[config.mk]
export PLATFORM = sky130hd
export DESIGN_NAME = reg_file32
export DESIGN_NICKNAME = d
export VERILOG_FILES = /design/src/rtl/reg_file32.sv
export SDC_FILE = /design/constraint.sdc
export NUM_CORES = 2
export LEC_CHECK = 0
export CAP_MARGIN = 40
export CORE_UTILIZATION = 41
export CTS_BUF_LIST = sky130_fd_sc_hd__clkbuf_4
export DETAILED_ROUTE_END_ITERATION = 10
export GPL_TIMING_DRIVEN = 0
export HOLD_SLACK_MARGIN = 0.12
export PLACE_DENSITY = 0.67
export SYNTH_ARGS = -nofsm -noshare
export SYNTH_HDL_FRONTEND = slang
export SYNTH_SLANG_ARGS = --single-unit
[constraint.sdc]
create_clock -name clk -period 2.1 [get_ports clk]
set_input_delay 0.315 -clock clk [delete_from_list [all_inputs] [get_ports clk]]
set_output_delay 0.315 -clock clk [all_outputs]
set_load 0.03 [all_outputs]
[src/rtl/reg_file32.sv]
// MIPS general-purpose register file: 32 x 32-bit, two combinational read ports, one write port.
// Each read port is 32 bit-slices of mux32 followed by an optional write-bypass select.

module mux32 (
    input  logic [31:0] d_i,
    input  logic [4:0]  sel_i,
    output logic        y_o
);

    assign y_o = d_i[sel_i];

endmodule

module reg_file32 #(
    parameter int WIDTH  = 32,
    parameter int BYPASS = 1
) (
    input  logic             clk,
    input  logic             rst,
    input  logic             we,
    input  logic [4:0]       wa,
    input  logic [WIDTH-1:0] wd,
    input  logic [4:0]       ra1,
    input  logic [4:0]       ra2,
    output logic [WIDTH-1:0] rd1,
    output logic [WIDTH-1:0] rd2
);

    localparam logic BYP_EN = (BYPASS != 0);

    logic [WIDTH-1:0] regs_q [32];
    logic [31:0]      col_s  [WIDTH];
    logic [WIDTH-1:0] mux1_s;
    logic [WIDTH-1:0] mux2_s;
    logic             byp1_s;
    logic             byp2_s;

    // Register array: async clear, address 0 is never written so it reads 0 forever
    always_ff @(posedge clk or negedge rst) begin
        if (!rst) begin
            for (int i = 0; i < 32; i++) begin
                regs_q[i] <= {WIDTH{1'b0}};
            end
        end else if (we && (wa != 5'd0)) begin
            regs_q[wa] <= wd;
        end
    end

    // Transpose the array so each bit slice sees bit i of every register
    always_comb begin
        for (int b = 0; b < WIDTH; b++) begin
            for (int r = 0; r < 32; r++) begin
                col_s[b][r] = regs_q[r][b];
            end
        end
    end

    genvar g;
    generate
        for (g = 0; g < WIDTH; g++) begin : g_slice
            mux32 u_mux_p1 (.d_i(col_s[g]), .sel_i(ra1), .y_o(mux1_s[g]));
            mux32 u_mux_p2 (.d_i(col_s[g]), .sel_i(ra2), .y_o(mux2_s[g]));
        end
    endgenerate

    assign byp1_s = BYP_EN && we && (wa != 5'd0) && (wa == ra1);
    assign byp2_s = BYP_EN && we && (wa != 5'd0) && (wa == ra2);

    // Post-mux 2:1 bypass select; outputs forced to 0 while reset is held
    always_comb begin
        rd1 = {WIDTH{1'b0}};
        rd2 = {WIDTH{1'b0}};
        if (!rst) begin
            rd1 = {WIDTH{1'b0}};
            rd2 = {WIDTH{1'b0}};
        end else begin
            rd1 = byp1_s ? wd : mux1_s;
            rd2 = byp2_s ? wd : mux2_s;
        end
    end

endmodule
==> impl_metrics.ini <==
[setup_path]
end_kind = output port
startpoint = ra2[3]
reg2reg_to = col_s[134]$_DFFE_PN0P_
critical_path_class = in -> out
worstRegToRegCells = 2
cp-start-kind = primary input
r2r_start = col_s[134]$_DFFE_PN0P_
r2r_slack_ns = 1.19
worstPathMaxFanout = 10
cp_data_arrival_time_ns = 3.52
crit_required_ns = 1.78

[logic_synthesis]
synth_compound_area_share_pct = 8.37
async_flop_share_pct = 100
synth_edf_count = 0
synth.area.mux_share_pct = 39.5
synth_top_area_cell = dfrtp_1
avgSynthCellArea_sq_um = 13.6
synth_top_family_by_area = multiplexers
yosysWarningCount = 0
netlist_instances = 4163
synthTopCellsByArea = dfrtp_1 45%, mux2_2 20%, mux4_2 9.9%, mux2i_1 8.8%, a221oi_1 2.6%
yosys.area_share.xor_xnor_pct = 0.155
synth_cell_types = 68
synth_area_sq_mm = 0.0566
synth_fa_ha_area_share_pct = 0
yosysTopAreaCellShare_pct = 45.2
synthFlopType = dfrtp_1
ys_ff_latch = 1024
synth_nets = 4213
ys_seq_area_share_pct = 45.2
synth-simple-area-share_pct = 2.29

[clock_network]
clkLatencyLatePin_ns = 1.35
cts_tree = done
clockBufferDepth = 4
cts-root-buf = clkbuf_4
h-tree-depth = 5
clk_pin_slew_ns = 0.06
cts_made_buffers = 309
numClockSinks = 1024

[final_layout]
syn_to_final_growth_pct = 24.3
final_area_sq_mm = 0.0704
layout-drive-gt1-share_pct = 51.5
final_nets = 4891
largest_reg_flops = 1024
final_common_cell = dfrtp_1
layout_common_cells = 1022 x dfrtp_1, 1004 x mux2_2, 480 x clkbuf_4, 480 x mux2i_1, 260 x mux4_2

[grt]
grt_start_max_net_pins = 163
grt_pass1_wl_um = 429000
grtUsageTotal_pct = 46.5
antenna_found_initial = 28
grt-ovfl-total = 0
first_global_vias = 47500

[route]
vias = 50300
dr.pass1.iters = 7
final_antenna_net_count = 0
vias_per_cell = 7.32
drt_iter0_markers = 8301
routed_wl_um = 330000
drc = 0
wire_per_inst_um = 48.0

[timing]
period_share_pct = 183
setup_violations = 147
setup_ws_ns = -1.74
worst_pin_slew_ns = 1.04
fmax_ghz = 0.261
slew-limit-headroom_pct = 30.4
hold_ws_ns = 0.165
finalClockSkew_ns = 0
final_hold_viol_count = 0
drv_slew = 0
finalCriticalPeriod_ns = 3.84
rsz0062_at_grt = yes

[die]
fp.coreArea_sq_mm = 0.137
die_y_um = 374
dieArea_sq_mm = 0.140
io_pins = 114
die_w_um = 374
num_rows = 136
initial_core_util_pct = 41.2

[status]
violations = negative setup slack
run_status = complete, but fails checks

[placed_design]
place_congestion = 1.06
io_buffers = 105
dpl_cell_area_sq_mm = 0.0632
hpwl_um = 216000

[worst_hold_path]
min_from = wd[28]
worstHoldPathType = in -> reg
holdPathStages = 3
min_to = col_s[103]$_DFFE_PN0P_

[power_and_ir_drop]
vdd_ir_drop_max_v = 0.000523
leakage_nw = 31.0
power_mw = 62.6
powerDensity_mw_per_mm2 = 889

[run]
cap_violations = 0
synthesized netlist by cell type, drive strengths merged (7+ instances only):
master,count
nor3,28
a21oi,36
a22o,10
a31oi,32
o21a,12
clkbuf,260
or2,7
a221o,38
o21ai,107
a21o,16
xnor2,8
a221oi,183
mux2,1004
mux2i,498
mux4,266
o211ai,12
a41oi,13
o221a,7
o31ai,13
buf,212
nor2,76
dfrtp,1024
a22oi,64
nand2b,20
and3,18
nand3,23
a211o,17
nand2,70
worst max-delay path, cell delays in order:
cell and delay, ns:
clkdlybuf4s50_1 0.72, clkbuf_2 0.41, buf_6 0.28, clkbuf_4 0.57
o31ai_1 0.19, o32a_1 0.25, a21oi_4 0.30, dlygate4sd2_1 0.45
per-layer routing:
layer | up-vias | part of all wire [%] | track usage (%)
met4 | 26 | 11 | 39.2
met3 | 1835 | 18 | 28.4
met2 | 5322 | 38 | 59.9
li1 | 17700 | - | -
met5 | - | 0.11 | 0.549
met1 | 25400 | 33 | 53.8
metrics by stage:
| stage | TNS (ns) | setup slack, ns | util, % | instances |
|---|---|---|---|---|
| after detailed placement | -1026.39 | -3.86 | 46.0 | 6191 |
| after floorplan | -7.95 | -0.254 | - | 4163 |
| after global placement | - | -46.95 | 44.6 | 6062 |
| after CTS | -172.25 | -1.68 | 50.6 | 6809 |
| final | -90.87 | -1.74 | 51.3 | 6870 |
| after global routing | -83.68 | -1.56 | 51.2 | 6842 |
area by class of cell:
cell class,count,area (sq um)
timing repair buffer,368,4720
fill,11900,66900
buffer,471,3350
tap,1794,2240
clock buffer,454,3410
antenna,37,92.6
multi-input combinational,2660,30700
clock inverter,55,235
inverter,7,33.8
sequential,1024,25600
worst max path at each step:
stage                             end  slack, ns  depth (start not counted)
6_report                      rd2[21]      -1.74                          8
3_5_place_dp                  rd2[30]      -3.86                         10
4_1_cts                       rd2[16]      -1.68                          6
2_1_floorplan                 rd2[12]      -0.25                          9
5_1_grt                       rd2[22]      -1.56                          6
3_3_place_gp   col_s[396]$_DFFE_PN0P_     -46.95                          1
repair_timing:
action	CTS	global route
gates cloned	5	5
setup endpoints to repair	64	386
endpoints found under the hold margin	1297	28
resized for setup	767	155
pin swaps	137	89
buffers inserted	34	15
hold buffers	71	1
kinds of logic (layout without fill, tap and decap cells):
group           Yosys count  in the layout
compound gates          610            610
xor+xnor                 10             10
buf+inv                 479           1355
flops                  1024           1024
mux                    1768           1768
other cells               0             37
simple gates            272            272
power by group:
group	switching, mW	internal, mW	leakage, nW
Combinational	8.69	7.91	15.6
Clock	9.63	9.91	2.19
Sequential	2.96	23.5	13.1
Total	21.3	41.3	31.0
Power figures use the tool's default switching activity.
